### src/rtl/r2sdf_bitrev_reorder_if.sv
// ============================================================================
// Module   : r2sdf_bitrev_reorder_if
// Brief    : Sample stream bundle for the R2SDF bit-reversal reorder buffer.
// Revision : 1.0 - initial release
// ============================================================================
`default_nettype none

interface r2sdf_bitrev_reorder_if #(
    parameter int N  = 3,
    parameter int DW = 16
);
    logic          in_valid;
    logic          in_sop;
    logic [DW-1:0] in_re;
    logic [DW-1:0] in_im;
    logic          out_valid;
    logic          out_sop;
    logic [N-1:0]  out_idx;
    logic [DW-1:0] out_re;
    logic [DW-1:0] out_im;
    logic          frame_drop;

    // Source of bit-reversed samples and consumer of natural-order samples.
    modport master (
        output in_valid, in_sop, in_re, in_im,
        input  out_valid, out_sop, out_idx, out_re, out_im, frame_drop
    );

    modport slave (
        input  in_valid, in_sop, in_re, in_im,
        output out_valid, out_sop, out_idx, out_re, out_im, frame_drop
    );
endinterface

`default_nettype wire

### src/rtl/r2sdf_bitrev_reorder.sv
// ============================================================================
// Module   : r2sdf_bitrev_reorder
// Brief    : Ping-pong buffer turning bit-reversed FFT bins into natural order.
// Revision : 1.0 - initial release
// ============================================================================
`default_nettype none

module r2sdf_bitrev_reorder #(
    parameter int N  = 3,
    parameter int DW = 16
) (
    input  wire logic              clk,
    input  wire logic              rst_n,
    r2sdf_bitrev_reorder_if.slave  bus
);

    localparam int          c_DEPTH   = 1 << N;
    localparam logic [N-1:0] c_CNT_MAX = {N{1'b1}};
    localparam logic [N-1:0] c_CNT_ONE = {{(N-1){1'b0}}, 1'b1};

    // Both banks live in one array; the MSB of the address selects the bank.
    logic [2*DW-1:0] r_mem [0:2*c_DEPTH-1];

    logic            r_wr_bank;
    logic            r_rd_bank;
    logic [N-1:0]    r_wr_cnt;
    logic [N-1:0]    r_rd_cnt;
    logic            r_rd_active;

    logic            r_out_valid;
    logic            r_out_sop;
    logic [N-1:0]    r_out_idx;
    logic [DW-1:0]   r_out_re;
    logic [DW-1:0]   r_out_im;
    logic            r_frame_drop;

    logic [N-1:0]    w_a;
    logic [N-1:0]    w_wr_addr;
    logic            w_wr_en;
    logic            w_frame_done;
    logic            w_drop;
    logic [2*DW-1:0] w_rd_data;

    // ------------------------------------------------------------------------
    // Write-side address: in_sop forces arrival index 0 to resynchronise.
    // ------------------------------------------------------------------------
    always_comb begin
        w_a          = bus.in_sop ? '0 : r_wr_cnt;
        w_wr_en      = bus.in_valid;
        w_frame_done = bus.in_valid && (w_a == c_CNT_MAX);
        w_drop       = bus.in_valid && bus.in_sop && (r_wr_cnt != '0);
    end

    genvar k;
    generate
        for (k = 0; k < N; k++) begin : g_rev
            assign w_wr_addr[k] = w_a[N-1-k];
        end
    endgenerate

    always_ff @(posedge clk) begin
        if (w_wr_en) begin
            r_mem[{r_wr_bank, w_wr_addr}] <= {bus.in_re, bus.in_im};
        end
    end

    always_ff @(posedge clk or negedge rst_n) begin
        if (!rst_n) begin
            r_wr_cnt     <= '0;
            r_wr_bank    <= 1'b0;
            r_frame_drop <= 1'b0;
        end else begin
            r_frame_drop <= w_drop;
            if (w_wr_en) begin
                r_wr_cnt <= w_a + c_CNT_ONE;
            end
            if (w_frame_done) begin
                r_wr_bank <= ~r_wr_bank;
            end
        end
    end

    // ------------------------------------------------------------------------
    // Read side. A completing frame restarts readout even when the previous
    // bank issues its final address on the same edge.
    // ------------------------------------------------------------------------
    always_ff @(posedge clk or negedge rst_n) begin
        if (!rst_n) begin
            r_rd_bank   <= 1'b0;
            r_rd_cnt    <= '0;
            r_rd_active <= 1'b0;
        end else if (w_frame_done) begin
            r_rd_bank   <= r_wr_bank;
            r_rd_cnt    <= '0;
            r_rd_active <= 1'b1;
        end else if (r_rd_active) begin
            r_rd_cnt <= r_rd_cnt + c_CNT_ONE;
            if (r_rd_cnt == c_CNT_MAX) begin
                r_rd_active <= 1'b0;
            end
        end
    end

    assign w_rd_data = r_mem[{r_rd_bank, r_rd_cnt}];

    always_ff @(posedge clk or negedge rst_n) begin
        if (!rst_n) begin
            r_out_valid <= 1'b0;
            r_out_sop   <= 1'b0;
            r_out_idx   <= '0;
            r_out_re    <= '0;
            r_out_im    <= '0;
        end else begin
            r_out_valid <= r_rd_active;
            r_out_sop   <= r_rd_active && (r_rd_cnt == '0);
            if (r_rd_active) begin
                r_out_idx <= r_rd_cnt;
                r_out_re  <= w_rd_data[2*DW-1:DW];
                r_out_im  <= w_rd_data[DW-1:0];
            end
        end
    end

    assign bus.out_valid  = r_out_valid;
    assign bus.out_sop    = r_out_sop;
    assign bus.out_idx    = r_out_idx;
    assign bus.out_re     = r_out_re;
    assign bus.out_im     = r_out_im;
    assign bus.frame_drop = r_frame_drop;

endmodule

`default_nettype wire
### src/flat_wrapper.sv
// flat-port wrapper written by rule: the top's interface ports become plain ports
module r2sdf_bitrev_reorder_flat 
#(
    parameter int N  = 3,
    parameter int DW = 16
)
  (clk, rst_n, bus_in_valid, bus_in_sop, bus_in_re, bus_in_im, bus_out_valid, bus_out_sop, bus_out_idx, bus_out_re, bus_out_im, bus_frame_drop);
  r2sdf_bitrev_reorder_if #(.N(N), .DW(DW)) bus_i ();
  input  wire logic clk;
  input  wire logic rst_n;
  input wire logic [$bits(bus_i.in_valid)-1:0] bus_in_valid;
  input wire logic [$bits(bus_i.in_sop)-1:0] bus_in_sop;
  input wire logic [$bits(bus_i.in_re)-1:0] bus_in_re;
  input wire logic [$bits(bus_i.in_im)-1:0] bus_in_im;
  output wire logic [$bits(bus_i.out_valid)-1:0] bus_out_valid;
  output wire logic [$bits(bus_i.out_sop)-1:0] bus_out_sop;
  output wire logic [$bits(bus_i.out_idx)-1:0] bus_out_idx;
  output wire logic [$bits(bus_i.out_re)-1:0] bus_out_re;
  output wire logic [$bits(bus_i.out_im)-1:0] bus_out_im;
  output wire logic [$bits(bus_i.frame_drop)-1:0] bus_frame_drop;
  assign bus_i.in_valid = bus_in_valid;
  assign bus_i.in_sop = bus_in_sop;
  assign bus_i.in_re = bus_in_re;
  assign bus_i.in_im = bus_in_im;
  assign bus_out_valid = bus_i.out_valid;
  assign bus_out_sop = bus_i.out_sop;
  assign bus_out_idx = bus_i.out_idx;
  assign bus_out_re = bus_i.out_re;
  assign bus_out_im = bus_i.out_im;
  assign bus_frame_drop = bus_i.frame_drop;
  r2sdf_bitrev_reorder #(.N(N), .DW(DW)) u_core (.clk(clk), .rst_n(rst_n), .bus(bus_i));
endmodule
### config.mk
export PLATFORM = sky130hd
export DESIGN_NAME = r2sdf_bitrev_reorder_flat
export DESIGN_NICKNAME = d
export VERILOG_FILES = /design/src/rtl/r2sdf_bitrev_reorder_if.sv /design/src/rtl/r2sdf_bitrev_reorder.sv /design/src/flat_wrapper.sv
export SDC_FILE = /design/constraint.sdc
export NUM_CORES = 1
export LEC_CHECK = 0
export CAP_MARGIN = 20
export CORE_MARGIN = 5
export CORE_UTILIZATION = 35
export DETAILED_ROUTE_END_ITERATION = 10
export PLACE_DENSITY = 0.55
export RECOVER_POWER = 50
export SYNTH_ARGS = -nofsm -noshare
export SYNTH_HDL_FRONTEND = slang
export SYNTH_SLANG_ARGS = --single-unit
export TNS_END_PERCENT = 30
### constraint.sdc
create_clock -name clk -period 5.2 [get_ports clk]
set_clock_uncertainty 0.15 [all_clocks]
set_input_delay 1.04 -clock clk [delete_from_list [all_inputs] [get_ports clk]]
set_output_delay 1.04 -clock clk [all_outputs]
set_load 0.01 [all_outputs]
[Word-level counts from Yosys, hierarchy flattened]
Memory sizes are Yosys's and may differ from the RTL's. A register that Yosys moved wholly into a read port is not among the register bits.
Cells that the tools add are included.
Widths: inputs -> output; s select.
Storage, ports and cells
  memories: 1
  input bits: 36
  word-level logic and storage cells: 31
  output and inout port bits: 38
  RAM bits: 512
  flip-flop bits (word level): 15
Memories
  u_core.r_mem: depth 16, width 32, rd ports 1, clocked after Yosys merged registers in 1, wr ports 1, RTL line r2sdf_bitrev_reorder.sv:22  | logic [2*DW-1:0] r_mem [0:2*c_DEPTH-1];
Operators by class
  bitwise operators: 1
  muxes and demuxes: 8
  reductions and logical operators: 8
  $add $sub $neg: 2
  eq/ne operators: 2
Operator list (number)
  $mux 3: 3
  $add 3x1->3 const B: 2
  $eq 3x3->1 const B: 2
  $mux 1: 5
  $logic_and 1x1->1: 4
  $logic_not 3->1: 1
  $reduce_bool 3->1: 1
  $reduce_bool 2->1: 1
  $logic_not 1->1: 1
  $not 1->1: 1

[Depth between registers and ports, before layout]
  depth in word-level cells: 4
  gate-level depth with buffers: 8
  gate-level depth less buffers: 6

[Least setup slack after synthesis]
Ideal clock, no wire load.
  kind: input port to flip-flop
  start: input port bus_in_sop
  end: memory u_core.r_mem[1][0] in the netlist's numbering, enable pin
  data arrival time: 4287 ps
  setup time: 501 ps
  setup slack: 261 ps
  cell stages on the path: 2
  path buffers: 0
  required time: 4549 ps
  cell sequence: nand2b_1 -> nor4_1
Between the ends
  word-level cells in the longest chain between the ends: 1
Ends and longest elaborated chain
  from (decl): RTL line flat_wrapper.sv:12  | input wire logic [$bits(bus_i.in_sop)-1:0] bus_in_sop;
  $mux 3: RTL line r2sdf_bitrev_reorder.sv:48  | w_a = bus.in_sop ? '0 : r_wr_cnt;
  to (decl): RTL line r2sdf_bitrev_reorder.sv:22
Every way passes these cells.

==> summary.txt <==
CTS
  • # resized after CTS: 0
  • Clock tree buffer depth: 3
  • H-tree depth: 2
  • Sink Count: ~560
  • CTS clk-pin slew, worst paths: 60 ps
  • CTS hold repair buffers: 0
  • TritonCTS Buffers: 57
  • Setup bufs post-CTS: 0
  • CTS tree: yes
  • Clk root buf: clkbuf_16
  • Worst skew pair latency: roughly 590 ps

Yosys
  • Share of the synthesized area in the top cell type: 72.3%
  • Post-synth top cells: edfxtp_1 (512), mux4_2 (122), dfrtp_1 (47), nor2_1 (47), mux2i_1 (34)
  • Synth Register Bits: approximately 560
  • Ys flop type: edfxtp_1
  • Most frequent cell after synthesis: edfxtp_1
  • Post-synthesis area per instance: 22.8 um2
  • Yosys warns: 0
  • Async set-reset flop share out of synthesis: under 10%
  • Register area share after synthesis: between 70% and 80%
  • Post-synth EDFFs: roughly 510
  • Gate count after technology mapping: 935
  • Area contributors post-synth: edfxtp_1 (72%), mux4_2 (13%), dfrtp_1 (5.5%)
  • Syn nets: 975
  • Mapped Area: 21300 um2
  • Synth unique cells: 32
  • Dominant cell type by area after synthesis: edfxtp_1

Placed design
  • Setup WS pre-CTS: roughly 1200 ps
  • Dpl cell area: between 20000 and 25000 um2
  • Placer Congestion: slightly above 0.7
  • IO buf count: 73
  • Hpwl dp: 26900 um

Power
  • Power Dens Cells: 493 nW/um2
  • Design Power: 0.0122 W
  • P_leak: approximately 7.9 nW
  • IR Drop Worst-Case VDD: ~260 uV

Cells and area
  • Fraction of layout instances using a drive strength above 1: 25.3%
  • Register Area: 16600 um2
  • FILL cells: approximately 5.2k
  • Area grow syn2layout: 16.4%
  • Final net count: approximately 1.1k
  • Design area: 24800 um2
  • Footprint of the multi-input gates: about 4400 um2

STA
  • Post-route setup TNS: 0 ps
  • Final setup violation count: 0
  • Final min period: 3900 ps
  • Pins Over Slew Limit: roughly 100
  • Worst Slack Setup Final: 1300 ps
  • Peak Freq: about 260 MHz
  • Slew Limit Headroom: -63.5%
  • Slew at the pin with the worst max-slew slack: about 2500 ps
  • Tcrit/Tclk final: around 75%
  • Final-report hold violation count: 0
  • RSZ-0062 raised after global routing: no

Floorplanning
  • Die area: 65800 um2
  • Cell Rows: 90
  • Chip height: about 260 um
  • Die Wd: about 260 um
  • IO Pins: 74
  • Initial Util: about a third
  • Core Region: 60200 um2

Job
  • Maxcap violations: 3

Setup path
  • Kind of critical path: reg2reg
  • Worst-path fanout max: 40
  • Critical Path End Type: flip-flop
  • R2R depth: 3
  • Critical Path RT: about 5500 ps
  • CP Data Arrival Time: approximately 4200 ps
  • Critical Path Source Type: flip-flop

Global route
  • Overflow after GRT: 0
  • Total GRT Usage: between 10 and 15%
  • Initial antenna violation count: 0
  • Largest net degree at the start of global routing: between 40 and 50
  • Vias in the first global route: 10.4k
  • First-pass GRT wire length: between 60000 and 70000 um

Drt
  • Vias per cell: about 5
  • DR WL/cell: 24.5 um
  • DRT iter0 DRCs: just under 700
  • Drt pass-1 iters: 5
  • Post-route DRC: 0
  • Drt total wl: around 46000 um
  • Total number of vias: 9624
  • Remaining antenna violation count: 0

Worst hold path
  • Hold Path Depth: 1
  • Worst min-delay path class: reg2reg

Status
  • Status: finished, violations left
  • Failing checks: capacitance limit, slew limit
cells by family after synthesis:
kind of cell    synth area share (%)
fa+ha+maj                      0.235
compound gates                  2.98
mux                             15.4
xor+xnor                      0.0823
buf+inv                         2.08
simple gates                    1.42
flops                           77.8
area by class of cell:
| type | count | area share, % |
|---|---|---|
| sequential | 559 | 66.8 |
| multi-input combinational | 316 | 17.7 |
| clock buffer | 78 | 6.36 |
| timing repair buffer | 107 | 4.08 |
| tap | 782 | 3.95 |
| clock inverter | 26 | 0.914 |
| inverter | 5 | 0.0960 |
| antenna | 1 | 0.0101 |
registers in the layout, indices dropped and copies added (netlist names):
signal                 count
u_core.r_mem             512
u_core.bus.out_im         16
u_core.bus.out_re         16
u_core.bus.out_idx         3
u_core.r_rd_cnt            3
u_core.r_wr_cnt            3
u_core.bus.frame_drop      1
u_core.bus.out_sop         1
u_core.bus.out_valid       1
u_core.r_rd_active         1
u_core.r_rd_bank           1
u_core.r_wr_bank           1
per-layer routing:
layer	wire length [um]	track usage [%]	part of all wire (%)
met1	21200	20.3	46
met2	21900	22.2	48
met4	827	3.73	1.8
met5	0	0	0
met3	1980	2.66	4.3
cell usage in the layout, fill, tap and decap left out, drive strengths merged, types with 5 or more instances in the layout:
| cell type | count |
|---|---|
| buf | 32 |
| nand2 | 8 |
| dlygate4sd3 | 34 |
| mux2i | 34 |
| clkdlybuf4s50 | 38 |
| clkinv | 22 |
| a21oi | 5 |
| nor2 | 47 |
| mux4 | 128 |
| edfxtp | 512 |
| clkbuf | 81 |
| o22ai | 33 |
| a221oi | 32 |
| dfrtp | 47 |
power breakdown:
part           internal, W  leakage [nW]  total, W  switching, W
logic              0.00136          1.82   0.00271       0.00134
clock network      0.00230         0.890   0.00394       0.00164
registers          0.00523          5.17   0.00556      0.000330
total              0.00889          7.88    0.0122       0.00331
critical path, stage by stage, from the launching register on:
cell	delay (ps)
dfrtp_1	1280
clkbuf_1	1820
nor2_1	160
a221oi_1	310
per-stage QoR:
stage	instances	utilization, %	hold WS (ps)
3_3_place_gp	1769	38.2	323
4_1_cts	1873	41.2	353
3_5_place_dp	1769	38.2	340
5_1_grt	1873	41.1	360
2_1_floorplan	935	-	199
6_report	1874	41.1	353
worst paths after layout:
path | start | endpoint | slack (ps)
worst min-delay path | u_core.bus.out_idx[1]$_DFFE_PN0P_ | u_core.bus.out_idx[1]$_DFFE_PN0P_ | 350
min in group asynchronous | rst_n | u_core.bus.out_re[15]$_DFFE_PN0P_ | 940
worst max register to register | u_core.r_rd_active$_DFF_PN0_ | u_core.bus.out_re[5]$_DFFE_PN0P_ | 1300
worst min register to register | u_core.bus.out_idx[1]$_DFFE_PN0P_ | u_core.bus.out_idx[1]$_DFFE_PN0P_ | 350
max in group asynchronous | rst_n | u_core.bus.out_im[2]$_DFFE_PN0P_ | 1990
worst max-delay path | u_core.r_rd_active$_DFF_PN0_ | u_core.bus.out_re[5]$_DFFE_PN0P_ | 1300
Power figures use the tool's default switching activity.
